[src/rtl/clarvi_alu_sequencer_pkg.sv]
// Shared ALU op encoding and the instruction bundle handed to clarvi_ALU.
package clarvi_alu_sequencer_pkg;

   typedef enum logic [3:0] {
      OP_ADD, OP_SUB, OP_SLT, OP_SLTU, OP_XOR, OP_OR, OP_AND,
      OP_SLL, OP_SRL, OP_SRA, OP_LUI, OP_JAL, OP_JALR
   } op_t;

   typedef struct packed {
      op_t         op;
      logic        instr_part;
      logic        is32_bit_op;
      logic [31:0] immediate;
      logic [63:0] pc;
      logic        immediate_used;
   } instr_t;

endpackage

[src/rtl/clarvi_alu_sequencer.sv]
// Runs each 64-bit ALU op as two 32-bit passes: accept at N, passes at N+1/N+2, result valid from N+3.
// Result is held in DONE until out_ready; in_ready is high only in IDLE, flush aborts any op.
module clarvi_alu_sequencer
   import clarvi_alu_sequencer_pkg::*;
#(
   parameter int XLEN = 64,
   parameter int HALF = XLEN / 2
) (
   input  logic            clock,
   input  logic            reset,
   input  logic            in_valid,
   output logic            in_ready,
   input  op_t             in_op,
   input  logic            in_is32,
   input  logic            in_imm_used,
   input  logic [XLEN-1:0] in_rs1,
   input  logic [XLEN-1:0] in_rs2,
   input  logic [XLEN-1:0] in_imm,
   input  logic [XLEN-1:0] in_pc,
   input  logic            flush,
   output instr_t          alu_instr,
   output logic [HALF-1:0] alu_rs1,
   output logic [HALF-1:0] alu_rs2,
   output logic            alu_stall,
   input  logic [HALF-1:0] alu_result,
   output logic            out_valid,
   input  logic            out_ready,
   output logic [XLEN-1:0] out_result
);

   typedef enum logic [1:0] {IDLE, PASS_A, PASS_B, DONE} state_t;

   state_t          r_state;
   state_t          w_next_state;
   op_t             r_op;
   logic            r_is32;
   logic            r_imm_used;
   logic [XLEN-1:0] r_rs1;
   logic [XLEN-1:0] r_rs2;
   logic [XLEN-1:0] r_imm;
   logic [XLEN-1:0] r_pc;
   logic [XLEN-1:0] r_result;
   logic            w_hi_first;
   logic            w_part;
   logic            w_in_pass;

   always_ff @(posedge clock) begin
      if (reset) r_state <= IDLE;
      else       r_state <= w_next_state;
   end

   always_comb begin
      w_next_state = r_state;
      case (r_state)
         IDLE:    if (in_valid) w_next_state = PASS_A;
         PASS_A:  w_next_state = PASS_B;
         PASS_B:  w_next_state = DONE;
         DONE:    if (out_ready) w_next_state = IDLE;
      endcase
      if (flush) w_next_state = IDLE;
   end

   // Comparisons and right shifts are decided from the top half down.
   assign w_hi_first = !r_is32 && (r_op inside {OP_SLT, OP_SLTU, OP_SRL, OP_SRA});
   assign w_part     = (r_state == PASS_B) ? !w_hi_first : w_hi_first;
   assign w_in_pass  = (r_state == PASS_A) || (r_state == PASS_B);

   assign in_ready   = (r_state == IDLE);
   assign out_valid  = (r_state == DONE);
   assign alu_stall  = !w_in_pass;
   assign out_result = r_result;
   assign alu_rs1    = w_part ? r_rs1[XLEN-1:HALF] : r_rs1[HALF-1:0];
   assign alu_rs2    = w_part ? r_rs2[XLEN-1:HALF] : r_rs2[HALF-1:0];

   always_comb begin
      alu_instr                = '0;
      alu_instr.op             = r_op;
      alu_instr.instr_part     = w_part;
      alu_instr.is32_bit_op    = r_is32;
      alu_instr.immediate      = w_part ? r_imm[XLEN-1:HALF] : r_imm[HALF-1:0];
      alu_instr.pc             = r_pc;
      alu_instr.immediate_used = r_imm_used;
   end

   always_ff @(posedge clock) begin
      if (reset) begin
         r_op       <= OP_ADD;
         r_is32     <= 1'b0;
         r_imm_used <= 1'b0;
         r_rs1      <= '0;
         r_rs2      <= '0;
         r_imm      <= '0;
         r_pc       <= '0;
         r_result   <= '0;
      end else if (!flush) begin
         if (r_state == IDLE && in_valid) begin
            r_op       <= in_op;
            r_is32     <= in_is32;
            r_imm_used <= in_imm_used;
            r_rs1      <= in_rs1;
            r_rs2      <= in_rs2;
            r_imm      <= in_imm;
            r_pc       <= in_pc;
         end
         if (w_in_pass) begin
            if (w_part) r_result[XLEN-1:HALF] <= alu_result;
            else        r_result[HALF-1:0]    <= alu_result;
         end
      end
   end

endmodule
[config.mk]
export PLATFORM = sky130hd
export DESIGN_NAME = clarvi_alu_sequencer
export DESIGN_NICKNAME = d
export VERILOG_FILES = /design/src/rtl/clarvi_alu_sequencer_pkg.sv /design/src/rtl/clarvi_alu_sequencer.sv
export SDC_FILE = /design/constraint.sdc
export NUM_CORES = 1
export LEC_CHECK = 0
export ABC_AREA = 1
export BUFFER_PORTS_ARGS = -buffer_cell sky130_fd_sc_hd__buf_2
export CORE_AREA = 3 3 205 207
export CTS_CLUSTER_DIAMETER = 150
export DETAILED_ROUTE_END_ITERATION = 12
export DIE_AREA = 0 0 208 210
export PLACE_DENSITY_LB_ADDON = 0.2
export SYNTH_ARGS = -nofsm -noshare
export SYNTH_HDL_FRONTEND = slang
export SYNTH_SLANG_ARGS = --single-unit
[constraint.sdc]
create_clock -name clock -period 2.25 [get_ports clock]
set_input_delay 0.45 -clock clock [delete_from_list [all_inputs] [get_ports clock]]
set_output_delay 0.45 -clock clock [all_outputs]
set_load 0.03 [all_outputs]
# [Word level (Yosys, flattened, before mapping)]
# Index checks and enable logic that the tools add are counted.
# W data, S select, Z words.
[totals] word_cells=41 regBits=328 out_inout_bits=234 input_bits=299
[classes] muxes=7 n_reduce_logical=13 eq_ne=9 bitwise_logic=2
[ops] cell="$mux W32" n=3
[ops] cell="$eq A4 B2 Y1 const B" n=2
[ops] cell="$eq A4 B4 Y1 const B" n=2
[ops] cell="$pmux W2 S4" n=1
[ops] cell="$reduce_and A3 Y1" n=2
[ops] cell="$eq A2 B2 Y1 const B" n=2
[ops] cell="$mux W2" n=2
[ops] cell="$reduce_and A2 Y1" n=2
[ops] cell="$reduce_bool A4 Y1" n=1
[ops] cell="$logic_not A1 Y1" n=3
[ops] cell="$eq A2 B1 Y1 const B" n=1
[ops] cell="$logic_and A1 B1 Y1" n=2
[ops] cell="$logic_not A2 Y1" n=1
[ops] cell="$ne A2 B1 Y1 const B" n=1
[ops] cell="$ne A2 B2 Y1 const B" n=1
[ops] cell="$not A1 Y1" n=2
[ops] cell="$reduce_or A2 Y1" n=1
[ops] cell="$logic_or A1 B1 Y1" n=1
[ops] cell="$mux W1" n=1

# [Longest topological paths before layout]
[depth] depth_word=7 ltp_mapped=10 depth_no_buf=8

# [Worst setup path before layout]
# No wires, ideal clock.
[synth_path] path_kind="register -> output" start="register r_op[1]" end="output port alu_instr[67] in the netlist's numbering" arrival_ns=1.510 setup_slack_ns=0.290 t_required_ns=1.800 stages_incl_launch_ff=9 cell_sequence="dfxtp_1 > inv_1 > nand2_1 > nand4_1 > nand2_2 > buf_2 > buf_4 > nand2_1 > nand2_1"
[synth_rtl] element="start, declared" line="clarvi_alu_sequencer.sv:35" rtl="op_t r_op;"
[synth_rtl] element="start signal, assigned" line="clarvi_alu_sequencer.sv:97" rtl="r_op <= in_op;"
[synth_rtl] element="end, declared" line="clarvi_alu_sequencer.sv:21" rtl="output instr_t alu_instr,"

# [Worst setup path after layout]
[layout_path] start="register r_state[0]" end="output port alu_rs1[13]"
[layout_between] elab_chain_cells=3
[layout_rtl] element="start, declared" line="clarvi_alu_sequencer.sv:33" rtl="state_t r_state;"
[layout_rtl] element="start signal, assigned" line="clarvi_alu_sequencer.sv:49" rtl="else r_state <= w_next_state;"
[layout_rtl] element="$eq A2 B2 Y1" line="clarvi_alu_sequencer.sv:65" rtl="assign w_part = (r_state == PASS_B) ? !w_hi_first : w_hi_first;"
[layout_rtl] element="$mux W1" line="clarvi_alu_sequencer.sv:65"
[layout_rtl] element="$mux W32" line="clarvi_alu_sequencer.sv:72" rtl="assign alu_rs1 = w_part ? r_rs1[XLEN-1:HALF] : r_rs1[HALF-1:0];"
[layout_rtl] element="end, declared" line="clarvi_alu_sequencer.sv:22" rtl="output logic [HALF-1:0] alu_rs1,"
# Every way passes these cells.

==> reports/results.md <==
| Quantity | Value |
|---|---|
| Number of max-cap violations | 0 |
| Number of distinct library cells after synthesis | 21 |
| Synth area leader | sky130_fd_sc_hd__dfxtp_1 |
| Share of the clock period used by the worst path | 114.2% |
| Vias after detailed routing | 14540 |
| Slew at the pin closest to its max-slew limit | 513.3 ps |
| Largest stage delay, worst path | 330 ps |
| Clock root buffer | sky130_fd_sc_hd__clkbuf_16 |
| Total clock buffers created by CTS | 38 |
| Last weighted congestion value of the routability-driven placer | 0.8622 |
| Endpoint type of the worst setup path | output pin |
| Number of instances in the synthesized netlist | 1988 |
| Worst slack at placement | 72.54 ps |
| Highest metal layer used by the detailed router | met5 |
| Starting density of the core | 33.28% |
| Final critical-path required period | 2570 ps |
| Count of final hold-check violations | 0 |
| Final HPWL from detailed placement | 35260 µm |
| Max Fanout on Critical Path | 4 |
| Path type of the worst min-delay path | input port to flop |
| Final Setup Violations | 97 |
| Antenna Violating Nets Remaining | 0 |
| Count of pins over their slew limit | 0 |
| Violations in the final reports | setup timing |
| Detailed-router iteration count before antenna repair | 5 |
| Share of the core filled with cells | 50.81% |
| Count of synthesis-stage warnings from yosys | 0 |
| Mean instance size in the synthesized netlist | 6.790 µm² |
| Number of levels in the clock H-tree | 2 |
| Global-route wire length before repair | 79700 µm |
| Std cell rows | 74 |
| Worst IR Drop VDD | 0.4892 mV |
| Sequential share of the synthesized area | 48.65% |
| Critical path startpoint category | flop |
| LEAKAGE | 0.01031 µW |
| Overall die area | 43680 µm² |
| Status | finished with violations |
| Routed length on met2 | 26000 µm |
| Share of final-layout standard cells stronger than drive strength 1 | 36.68% |
| Number of nets produced by synthesis | 2290 |
| Buffer depth of the longest clock path | 3 |
| Horiz. Die Dim | 208 µm |
| Vias per inst | 4.688 |
| # port buffers | 532 |
| Worst slew margin relative to its limit | 65.78% |
| Floorplan Core Area | 40550 µm² |
| Total Routed Length | 53680 µm |
| Maximum frequency from static timing analysis | 389.1 MHz |
| Via count of the first global-routing pass | 14260 |
| Total GRT Usage | 23.07% |
| Power density normalized to cell area | 835.0 nW/µm² |
| DRC violation total after the first TritonRoute iteration | 879 |
| Worst Setup Slack, final | -320.1 ps |
| Number of antenna violations at the first check in global routing | 21 |
| Post-synthesis cell area | 13500 µm² |
| Clock-pin transition on the worst setup and hold timing paths | 70 ps |
| Arrival time at the worst endpoint | 2120 ps |
| Worst setup skew after layout | 9.578 ps |
| Setup repair after global routing missed its margin | true |
| Mean routed wirelength per cell | 17.30 µm |
| Number of storage elements in the synthesis netlist | 328 |
| Top-area cell type share of the netlist area | 48.65% |
| Post-route DRC violation count | 0 |
| Detailed route wirelength on metal3 | 3606 µm |
| Clock insertion delay at the later pin of the skew report | 540 ps |
| Remaining global-route overflow | 0 |
| Cell with the largest stage delay on the worst path | sky130_fd_sc_hd__dfxtp_2 |
| Length of routed wiring on met1 | 21790 µm |
| Number of nets in the layout | 2828 |
| Clock tree from TritonCTS | built |
| Boundary Pins | 533 |
| P&R area growth vs syn | 52.65% |
| CTS sink count | 328 |
| Leading post-synthesis cells by cell area | sky130_fd_sc_hd__dfxtp_1 49%, sky130_fd_sc_hd__nor2_1 16%, sky130_fd_sc_hd__nand2_1 12%, sky130_fd_sc_hd__o21ai_0 9.7%, sky130_fd_sc_hd__inv_1 4.7% |
| Critical path, cell by cell | inv_2 -> ha_4 -> inv_4 -> nand4_1 -> nand2_4 -> buf_6 -> buf_12 -> clkbuf_16 -> nand2_2 -> nand2_2 -> buf_6 |
| Pin count of the biggest net entering global routing | 71 |
| Critical Path RT | 1800 ps |
| Critical path class | flop to output pin |
| Die H | 210 µm |
## synthesized netlist by cell type
cell	number
sky130_fd_sc_hd__o22ai_1	1
sky130_fd_sc_hd__a211oi_1	1
sky130_fd_sc_hd__clkbuf_1	60
sky130_fd_sc_hd__buf_6	7
sky130_fd_sc_hd__nor2_1	586
sky130_fd_sc_hd__nand2_2	1
sky130_fd_sc_hd__inv_1	169
sky130_fd_sc_hd__o21a_1	1
sky130_fd_sc_hd__a21oi_1	3
sky130_fd_sc_hd__nor2_2	1
sky130_fd_sc_hd__buf_1	4
sky130_fd_sc_hd__buf_4	5
sky130_fd_sc_hd__dfxtp_1	328
sky130_fd_sc_hd__ha_1	3
sky130_fd_sc_hd__o21ai_0	262
sky130_fd_sc_hd__nand2_1	423
sky130_fd_sc_hd__inv_2	2
sky130_fd_sc_hd__nand4_1	2
sky130_fd_sc_hd__buf_2	61
sky130_fd_sc_hd__nand3_2	18
sky130_fd_sc_hd__nand3_1	50
## worst max-delay path, delay by kind of cell (launching register included)
kind          cells  cell delay (ps)
flops             1              330
fa+ha+maj         1              170
buf+inv           6              650
simple gates      4              420
## through the flow
stage | area [µm²] | hold slack (ps) | total power [µW] | TNS (ps) | instances
finish | 20600 | 160.2 | 17200 | -26640 | 3102
global route | 20600 | 142.5 | 18010 | -36140 | 3102
CTS | 19970 | 120.5 | 17130 | -35970 | 3078
detailed placement | 16710 | 469.5 | 9851 | 0 | 2955
global placement | 16710 | 457.2 | 9811 | 0 | 2955
floorplan | 13500 | 455.4 | 8687 | 0 | 1988
## power breakdown
group	switching (µW)	leakage, µW	internal (µW)
clock network	2440	0.000597	3650
registers	305	0.00269	6250
logic	2680	0.00702	1890
## cells by family after synthesis
group	Yosys count	synth area share, %
compound gates	268	9.983
fa+ha+maj	3	0.2781
buf+inv	308	9.659
flops	328	48.65
simple gates	1081	31.43
## timing repair
item,4_1_cts,5_1_grt
resized for setup,379,167
setup buffers,38,8
setup endpoints to repair,97,129
hold buffers,0,0
pin swaps,40,56
cloned,19,6
## registers in the layout (all words and copies together) (netlist names)
register	flops
out_result	64
r_imm	64
r_rs1	64
r_imm_used	1
r_is32	1
r_pc	64
r_op	4
r_state	2
r_rs2	64
## cells in the final DEF, fill, tap and decap left out, types with 47 or more instances in the layout
| master | n |
|---|---|
| sky130_fd_sc_hd__buf_2 | 434 |
| sky130_fd_sc_hd__nand2_4 | 74 |
| sky130_fd_sc_hd__buf_6 | 104 |
| sky130_fd_sc_hd__inv_1 | 161 |
| sky130_fd_sc_hd__nand2_2 | 131 |
| sky130_fd_sc_hd__dfxtp_1 | 323 |
| sky130_fd_sc_hd__nor2_1 | 585 |
| sky130_fd_sc_hd__nand2_1 | 216 |
| sky130_fd_sc_hd__nand3_1 | 47 |
| sky130_fd_sc_hd__clkbuf_16 | 47 |
| sky130_fd_sc_hd__o21ai_0 | 262 |
| sky130_fd_sc_hd__buf_4 | 48 |
## layout make-up
class / instances / area (µm²)
Timing Repair Buffer: 634 / 4805
Sequential cell: 328 / 6575
Tap cell: 532 / 665.6
Antenna cell: 18 / 45.04
Inverter: 171 / 659.4
Multi-Input combinational cell: 1353 / 6640
Fill cell: 4075 / 19950
Clock inverter: 10 / 102.6
Clock buffer: 56 / 1112
## routing by layer
| layer | global-route usage, % | up-vias |
|---|---|---|
| li1 | - | 7181 |
| met1 | 28.29 | 6697 |
| met2 | 38.39 | 533 |
| met3 | 5.090 | 129 |
| met4 | 11.76 | 2 |
| met5 | 0 | - |
## worst paths after layout
kind | from | end | slack (ps) | cells past startpoint
worst min-delay path | in_rs2[9] | r_rs2[9] | 160 | 3
worst max-delay path | r_state[0] | alu_rs1[13] | -320 | 11
worst min register to register | r_imm_used | r_imm_used | 480 | 2
worst max register to register | r_state[0] | out_result[11] | 100 | 15
(Power assumes the default switching activity.)
